==> config.mk <==
export PLATFORM = sky130hd
export DESIGN_NAME = arcade_input_mapper
export DESIGN_NICKNAME = d
export VERILOG_FILES = /design/src/rtl/arcade_input_mapper.sv
export SDC_FILE = /design/constraint.sdc
export NUM_CORES = 1
export LEC_CHECK = 0
export CAP_MARGIN = 40
export CORE_UTILIZATION = 50
export DETAILED_ROUTE_END_ITERATION = 10
export GPL_TIMING_DRIVEN = 1
export MAX_ROUTING_LAYER = met4
export PLACE_DENSITY = 0.79
export SETUP_SLACK_MARGIN = 0.4
export SLEW_MARGIN = 5
export SYNTH_ARGS = -nofsm -noshare
export SYNTH_HDL_FRONTEND = slang
export SYNTH_SLANG_ARGS = --single-unit
==> constraint.sdc <==
create_clock -name CLK -period 5.2 [get_ports CLK]
set_input_delay 0.52 -clock CLK [delete_from_list [all_inputs] [get_ports CLK]]
set_output_delay 0.52 -clock CLK [all_outputs]
set_load 0.01 [all_outputs]
==> src/rtl/arcade_input_mapper.sv <==
// PS/2 + joystick input mapper for arcade cores: held-key decode, orientation remap, timed coin pulses.
// Optional autofire on joystick bit 8 is enabled by defining AUTOFIRE_EN.
module arcade_input_mapper #(
  parameter int NUM_PLAYERS = 2,
  parameter int COIN_PULSE  = 2400000,
  parameter int COIN_W      = 22,
  parameter int START_COINS = 1
`ifdef AUTOFIRE_EN
  , parameter int AUTOFIRE_HALF = 1200000
`endif
) (
  input  logic                   CLK,
  input  logic                   RESET,
  input  logic [64:0]            ps2_key,
  input  logic [15:0]            joystick_0,
  input  logic [15:0]            joystick_1,
  input  logic                   orient,
  output logic [NUM_PLAYERS-1:0] p_up,
  output logic [NUM_PLAYERS-1:0] p_down,
  output logic [NUM_PLAYERS-1:0] p_left,
  output logic [NUM_PLAYERS-1:0] p_right,
  output logic [NUM_PLAYERS-1:0] p_fire,
  output logic [NUM_PLAYERS-1:0] start,
  output logic [NUM_PLAYERS-1:0] coin
);

  localparam logic [COIN_W-1:0] COIN_LAST = COIN_W'(COIN_PULSE - 1);
  localparam logic [1:0]        PL_MASK   = (NUM_PLAYERS > 1) ? 2'b11 : 2'b01;

  typedef enum logic [1:0] {IDLE, ACTIVE, GAP} coin_st_t;

  logic              tog_q, armed_q, key_evt, pressed, extended;
  logic [8:0]        code;
  logic [14:0]       key_q, key_d;
  logic [1:0]        raw_up, raw_dn, raw_lt, raw_rt, fire_base, fire_d, start_d, req, req_edge;
  logic [1:0]        up_q, dn_q, lt_q, rt_q, fire_q, start_q, coin_q, req_q, pend_q;
  coin_st_t          st_q  [2];
  logic [COIN_W-1:0] cnt_q [2];
  logic              unused_joy;

  // The first clock after reset only captures the toggle bit, so a stale toggle is not an event.
  assign key_evt  = armed_q & (ps2_key[64] ^ tog_q);
  assign pressed  = (ps2_key[15:8] != 8'hF0);
  assign extended = pressed ? (ps2_key[15:8] == 8'hE0) : (ps2_key[23:16] == 8'hE0);
  assign code     = (ps2_key[63:24] != '0) ? 9'h000 : {extended, ps2_key[7:0]};

  // key bits: 0-3 P1 U/D/L/R, 4 space, 5 ctrl, 6 F1, 7 coin1, 8-11 P2 U/D/L/R, 12 fire2, 13 F2, 14 coin2
  always_comb begin
    key_d = key_q;
    if (key_evt) begin
      case (code[7:0])
        8'h75:   key_d[0] = pressed;
        8'h72:   key_d[1] = pressed;
        8'h6B:   key_d[2] = pressed;
        8'h74:   key_d[3] = pressed;
        default: ;
      endcase
      case (code)
        9'h029:  key_d[4]  = pressed;
        9'h014:  key_d[5]  = pressed;
        9'h005:  key_d[6]  = pressed;
        9'h02E:  key_d[7]  = pressed;
        9'h02D:  key_d[8]  = pressed;
        9'h02B:  key_d[9]  = pressed;
        9'h023:  key_d[10] = pressed;
        9'h034:  key_d[11] = pressed;
        9'h01C:  key_d[12] = pressed;
        9'h006:  key_d[13] = pressed;
        9'h036:  key_d[14] = pressed;
        default: ;
      endcase
    end
  end

  assign raw_up    = {key_d[8]  | joystick_1[3], key_d[0] | joystick_0[3]};
  assign raw_dn    = {key_d[9]  | joystick_1[2], key_d[1] | joystick_0[2]};
  assign raw_lt    = {key_d[10] | joystick_1[1], key_d[2] | joystick_0[1]};
  assign raw_rt    = {key_d[11] | joystick_1[0], key_d[3] | joystick_0[0]};
  assign fire_base = {key_d[12] | joystick_1[4], key_d[4] | key_d[5] | joystick_0[4]};
  assign start_d   = {key_d[13] | joystick_0[6] | joystick_1[6],
                      key_d[6]  | joystick_0[5] | joystick_1[5]};
  assign req       = PL_MASK & {key_d[14] | joystick_1[7] | ((START_COINS != 0) && start_d[1]),
                                key_d[7]  | joystick_0[7] | ((START_COINS != 0) && start_d[0])};
  assign req_edge  = req & ~req_q;

`ifdef AUTOFIRE_EN
  localparam int AF_W = $clog2(AUTOFIRE_HALF + 1);
  logic [AF_W-1:0] af_cnt_q [2];
  logic [1:0]      af_phase_q, af_hold;

  assign af_hold = {joystick_1[8], joystick_0[8]};

  always_ff @(posedge CLK or posedge RESET) begin
    if (RESET) begin
      af_phase_q <= 2'b11;
      for (int p = 0; p < 2; p++) af_cnt_q[p] <= '0;
    end else begin
      for (int p = 0; p < 2; p++) begin
        if (!af_hold[p]) begin
          af_cnt_q[p]   <= '0;
          af_phase_q[p] <= 1'b1;
        end else if (af_cnt_q[p] == AF_W'(AUTOFIRE_HALF - 1)) begin
          af_cnt_q[p]   <= '0;
          af_phase_q[p] <= ~af_phase_q[p];
        end else begin
          af_cnt_q[p] <= af_cnt_q[p] + AF_W'(1);
        end
      end
    end
  end

  assign fire_d     = fire_base | (af_hold & af_phase_q);
  assign unused_joy = ^{joystick_0[15:9], joystick_1[15:9]};
`else
  assign fire_d     = fire_base;
  assign unused_joy = ^{joystick_0[15:8], joystick_1[15:8]};
`endif

  always_ff @(posedge CLK or posedge RESET) begin
    if (RESET) begin
      tog_q   <= 1'b0;
      armed_q <= 1'b0;
      key_q   <= '0;
      up_q    <= '0;
      dn_q    <= '0;
      lt_q    <= '0;
      rt_q    <= '0;
      fire_q  <= '0;
      start_q <= '0;
      coin_q  <= '0;
      req_q   <= '0;
      pend_q  <= '0;
      for (int p = 0; p < 2; p++) begin
        st_q[p]  <= IDLE;
        cnt_q[p] <= '0;
      end
    end else begin
      tog_q   <= ps2_key[64];
      armed_q <= 1'b1;
      key_q   <= key_d;
      up_q    <= PL_MASK & (orient ? raw_lt : raw_up);
      dn_q    <= PL_MASK & (orient ? raw_rt : raw_dn);
      lt_q    <= PL_MASK & (orient ? raw_dn : raw_lt);
      rt_q    <= PL_MASK & (orient ? raw_up : raw_rt);
      fire_q  <= PL_MASK & fire_d;
      start_q <= PL_MASK & start_d;
      req_q   <= req;
      for (int p = 0; p < 2; p++) begin
        case (st_q[p])
          IDLE: if (req_edge[p]) begin
            st_q[p]   <= ACTIVE;
            coin_q[p] <= 1'b1;
            cnt_q[p]  <= '0;
          end
          ACTIVE: begin
            if (req_edge[p]) pend_q[p] <= 1'b1;
            if (cnt_q[p] == COIN_LAST) begin
              st_q[p]   <= GAP;
              coin_q[p] <= 1'b0;
              cnt_q[p]  <= '0;
            end else begin
              cnt_q[p] <= cnt_q[p] + COIN_W'(1);
            end
          end
          GAP: begin
            if (cnt_q[p] == COIN_LAST) begin
              cnt_q[p] <= '0;
              // an edge landing on the gap's last cycle is taken right away
              if (pend_q[p] || req_edge[p]) begin
                st_q[p]   <= ACTIVE;
                coin_q[p] <= 1'b1;
                pend_q[p] <= 1'b0;
              end else begin
                st_q[p] <= IDLE;
              end
            end else begin
              cnt_q[p] <= cnt_q[p] + COIN_W'(1);
              if (req_edge[p]) pend_q[p] <= 1'b1;
            end
          end
          default: st_q[p] <= IDLE;
        endcase
      end
    end
  end

  assign p_up    = up_q[NUM_PLAYERS-1:0];
  assign p_down  = dn_q[NUM_PLAYERS-1:0];
  assign p_left  = lt_q[NUM_PLAYERS-1:0];
  assign p_right = rt_q[NUM_PLAYERS-1:0];
  assign p_fire  = fire_q[NUM_PLAYERS-1:0];
  assign start   = start_q[NUM_PLAYERS-1:0];
  assign coin    = coin_q[NUM_PLAYERS-1:0];

endmodule

Word-level counts from Yosys, hierarchy flattened
Index checks and enable logic that the tools add are counted.
- register bits: 83
- $add $sub $neg: 2
- eq/ne operators: 34
- mux-type cells: 56
- bitwise operators: 23
- reductions and logical operators: 21
- operators with widths (kind ; number):
    two-way mux 22 bit ; 4
    case mux 22 bit (2 select lines) ; 2
    equality test 9 x 6 -> 1 bit (second input constant) ; 7
    adder 22 x 1 -> 22 bit (second input constant) ; 2
    equality test 22 bit (second input constant) ; 2
    nonzero test 40 bit ; 1
    equality test 8 x 7 -> 1 bit (second input constant) ; 4
    two-way mux 1 bit ; 32
    two-way mux 2 bit ; 10
    OR 1 bit ; 19
    equality test 9 x 3 -> 1 bit (second input constant) ; 2
    equality test 9 x 5 -> 1 bit (second input constant) ; 2
    equality test 8 bit (second input constant) ; 2
    != test 2 bit (second input constant) ; 8
    two-way mux 15 bit ; 1
    case mux 2 bit (3 select lines) ; 2
    AND reduction 5 bit ; 2
    two-way mux 9 bit ; 1
    != test 8 bit (second input constant) ; 1
    AND reduction 2 bit ; 4
    nonzero test 2 bit ; 4
    != test 3 bit (second input constant) ; 2
    case mux 1 bit (3 select lines) ; 2
    AND reduction 3 bit ; 2
    other kinds (11) ; 18

Logic depth before layout (Yosys ltp)
- depth after elaboration: 14
- mapped depth: 11
- depth with buffers taken out: 8

Worst setup path after synthesis
No wires, ideal clock.
- path kind: input to register
- start: input ps2_key[57]
- end: register fire_q[0], in the netlist p_fire[0]
- library setup time: 0.131 ns
- data arrival time: 2.542 ns
- required time: 5.069 ns
- slack: 2.526 ns
- cell stages on the path: 8
- path buffers: 1
- path through: nor4_1 -> nand4_1 -> nor3_4 -> buf_4 -> nand3_1 -> nor4_1 -> mux2_2 -> or3_1
- longest elaborated chain between the ends: 7
- elaborated cells on any way between the ends: 9
- those cells by class: eq/ne: 2; mux: 4; bitwise: 2; reduce/logical: 1
- ends and longest elaborated chain (what ; line ; text):
    from (decl) ; 14 ; input logic [64:0] ps2_key,
    nonzero test 40 bit ; 45 ; assign code = (ps2_key[63:24] != '0) ? 9'h000 : {extended, ps2_key[7:0]};
    two-way mux 9 bit ; 45 ;
    equality test 9 x 5 -> 1 bit ; 58 ; case (code)
    two-way mux 1 bit ; 58 ;
    two-way mux 15 bit ; 50 ; if (key_evt) begin
    via key_d[5] ; 34 ; logic [14:0] key_q, key_d;
    OR 1 bit (2 in a row) ; 79 ; assign fire_base = {key_d[12] | joystick_1[4], key_d[4] | key_d[5] | joystick_0[4]};
    via fire_base[0] ; 35 ; logic [1:0] raw_up, raw_dn, raw_lt, raw_rt, fire_base, fire_d, start_d, req, req_edge;
    to (signal assigned) ; 145 ; fire_q <= PL_MASK & fire_d;
    to (decl) ; 36 ; logic [1:0] up_q, dn_q, lt_q, rt_q, fire_q, start_q, coin_q, req_q, pend_q;
The timed path passes the listed nets, and every way through them passes these cells.
A chain may end at the register's enable or synchronous reset.

Worst setup path in the final report
- start: input ps2_key[46]
- end: register cnt_q[23] (netlist bit)
- longest elaborated chain between the ends: 11
- elaborated cells on any way between the ends: 14
- those cells by class: eq/ne: 3; mux: 4; bitwise: 5; reduce/logical: 2
- ends and longest elaborated chain (what ; line ; text):
    nonzero test 40 bit (*) ; 45 ;
    two-way mux 9 bit (*) ; 45 ;
    equality test 9 x 3 -> 1 bit ; 58 ;
    two-way mux 1 bit ; 58 ;
    two-way mux 15 bit (*) ; 50 ;
    OR 1 bit (2 in a row) ; 81 ; key_d[6] | joystick_0[5] | joystick_1[5]};
    OR 1 bit (*) ; 83 ; key_d[7] | joystick_0[7] | ((START_COINS != 0) && start_d[0])};
    bitwise AND 2 bit (*) ; 84 ; assign req_edge = req & ~req_q;
    != test 2 bit (no line) (*) ; n/a ;
    AND reduction 2 bit (no line) (*) ; n/a ;
    to (signal, indexed assignment) ; 162 ; cnt_q[p] <= cnt_q[p] + COIN_W'(1);
    to (signal, indexed assignment) ; 177 ; cnt_q[p] <= cnt_q[p] + COIN_W'(1);
    to (decl) ; 38 ; logic [COIN_W-1:0] cnt_q [2];
Mark *: on every way between the ends. The rest lies on a longest branch, timed or not.

==> run metrics <==
status=complete, no violations; FFs w/ async S/R, synth=100%; root buf cell=clkbuf_8; area share of and/or/nand/nor cells after synthesis=24.7%; setup TNS=0 ns; flops & latches, synth=83; clock latency on the worst-skew pair=0.36 ns; drt wl/cell=17.2 um; Syn. warnings=0; most common cell in the synthesized netlist=dfrtp_1; Post-synth top flop=dfrtp_1; Post-Synthesis Cells=576; dpl hpwl=9810 um; Core Area=9860 um^2; postcts setup bufs=0; H-tree Lvls=3; number of synthesized flops with an enable pin=0; mux share of post-synthesis cell area=3.40%; CTS tree=done; cts hold-fix bufs=0; Clock power frac=28.0%; Clock Skew=0.0108 ns; area added between synthesis and finish=25.1%; Avg Cell Area, Syn=8.95 um^2; Max Clock Freq=266 MHz; Pint=1200 uW; RSZ-0062 raised after global routing=false; GRT Residual Overflow=0; area of the multi-input gates=2840 um^2; Syn Nets=688; Power Dens Cells=291 nW/um^2; total number of vias=4982; CP startpoint kind=input port; Antenna Nets Post-Route=0; clock sink count=83; FF+latch area=2080 um^2; Crit path required time=5.48 ns; total clock buffers created by CTS=9; final setup violating endpoints=0; DRC Markers=0; max-slew headroom at the worst pin=41.1%; PortBufs=97; synthesized area=5150 um^2; vias in the first global route=4877; fin crit share=72.3%; CTS max path bufs=2; gr busiest metal=met2; first-pass GRT wire length=23400 um; sequential area share after synthesis=40.3%; DRT Pass-1 Iters=5; post-synth top area share=40.3%; Tmin final=3.76 ns; Switch Pwr=674 uW; CP endpoint kind=flop; xor-xnor portion of the synthesized cell area=0.170%; main combinational cell family by area after synthesis=simple AND/OR/NAND/NOR gates; grt met1 use=33.5%; effective utilization at floorplan=52.2%; die span in x=104 um; Routed WL=13700 um; Min-Delay Path Class=reg -> reg; setup ws final=1.44 ns; Worst-path clk slew=0.09 ns; leading area contributor after synthesis=dfrtp_1; synth unique cells=68; met3 global-route usage=5.41%; sequential power share=39.0%; Synth area leaders=dfrtp_1 (40%), o31ai_1 (4.1%), nor2_1 (3.5%), o21ai_0 (3.3%), nand2_1 (3.1%); GRT Total Usage=27.4%; num ports=114; Comb pwr share=33.0%; post-synthesis compound-gate area fraction=23.7%; Peak VDD IR=0.195 mV; Starting DRT DRC Count=369; largest net degree at the start of global routing=48; die area=10700 um^2; FILL cells=804; Chip Height=104 um; Max-Cap Viols=0; crit-path max FO=20; share of layout cells above drive strength 1=8.25%; WS Path Type=in -> reg; Nets=774; M2 GR Usage=45.8%; Switching Fraction=35.9%; # rows=36; RD Place Congestion=0.904; final hold viol count=0; Post-synth top cells=dfrtp_1 (83), nor2_1 (48), nand2_1 (43); Worst EP arrival=4.04 ns; Leak=0.00251 uW; pre-CTS WS=1.09 ns; Adder-Cell Fraction of Synth Area=2.91%; Final Max Tran Viols=0; vias per inst=6.23; initial antenna violation count=0; actual slew at the worst max-slew pin=0.880 ns; ant diodes=0; Post-CTS Resized=0
layout by cell type (no fill, tap or decap), types with 3 or more instances in the layout:
cell type        instances
clkdlybuf4s50_1         97
dfrtp_1                 83
nor2_1                  48
nand2_1                 43
o21ai_0                 33
o31ai_1                 28
inv_1                   26
nand3_1                 24
nor4_1                  23
a21oi_1                 23
nand4_1                 21
o41ai_1                 12
mux2_2                  12
ha_1                    12
and3_1                  11
o221ai_1                11
nand2b_1                10
nor3_1                  10
a31oi_1                  9
clkbuf_8                 9
or3_1                    8
or4_1                    8
a211o_1                  8
nor2b_1                  6
o22ai_1                  5
buf_4                    5
and2_1                   4
o21ai_1                  4
or2_2                    4
mux2i_1                  4
a31o_2                   4
nor3b_1                  3
o41ai_2                  3
o211ai_1                 3
sequential cells by signal (all words and copies together) (netlist names):
| register | cells |
|---|---|
| p_down | 2 |
| pend_q | 2 |
| cnt_q | 44 |
| start | 2 |
| coin | 2 |
| p_fire | 2 |
| armed_q | 1 |
| key_q | 15 |
| st_q | 4 |
| p_up | 2 |
| p_right | 2 |
| p_left | 2 |
| tog_q | 1 |
| req_q | 2 |
stage by stage:
| step | instances | utilization (%) | cell area (um^2) | total power, uW | hold WS, ns |
|---|---|---|---|---|---|
| global route | 800 | 65.3 | 6450 | 1980 | 0.527 |
| floorplan | 576 | - | 5150 | 1130 | 0.463 |
| finish | 800 | 65.3 | 6450 | 1880 | 0.507 |
| global placement | 782 | 62.8 | 6200 | 1310 | 0.474 |
| CTS | 800 | 65.3 | 6450 | 1870 | 0.505 |
| detailed placement | 784 | 63.1 | 6220 | 1350 | 0.485 |
critical path, cell delays in order:
cell and delay [ns]:
clkdlybuf4s50_1 0.46, nor4_1 0.28, nand4_1 0.18, nor3_4 0.61
and4_1 0.33, o22a_1 0.67, inv_2 0.27, a21boi_1 0.27
buf_4 0.25, mux2i_1 0.19
path summary, 6_finish.rpt:
kind / slack (ns) / start / end / depth (start not counted)
max in group asynchronous: 3.64 / RESET / cnt_q[27] / 3
min: 0.51 / key_q[5] / key_q[5] / 1
max: 1.44 / ps2_key[46] / cnt_q[23] / 10
max reg2reg: 2.11 / cnt_q[0] / cnt_q[2] / 7
min reg2reg: 0.51 / key_q[5] / key_q[5] / 1
min in group asynchronous: 0.55 / RESET / st_q[3] / 2
power by group through the flow:
stage / combinational, uW / clock (uW) / sequential [uW]
6_report: 619 / 526 / 731
5_1_grt: 681 / 560 / 738
4_1_cts: 608 / 533 / 729
3_5_place_dp: 606 / 0 / 741
3_3_place_gp: 569 / 0 / 739
2_1_floorplan: 397 / 0 / 735
metal layers:
layer | share of wire (%) | vias up
met3 | 6.1 | 19
met5 | 0 | -
met2 | 49 | 195
met1 | 44 | 2398
met4 | 1.3 | 0
li1 | - | 2370
logic make-up after synthesis:
group / count (synthesis)
simple gates: 238
mux: 16
xor+xnor: 1
fa+ha+maj: 12
buf+inv: 57
compound gates: 168
other cells: 1
flops: 83
layout make-up:
cell class	count	share of cell area [%]
Sequential cell	83	32.2
Inverter	28	1.65
Clock inverter	7	1.57
Clock buffer	9	1.92
Timing Repair Buffer	104	16.0
Multi-Input combinational cell	436	44.1
Tap cell	133	2.58
(Power assumes the default switching activity.)
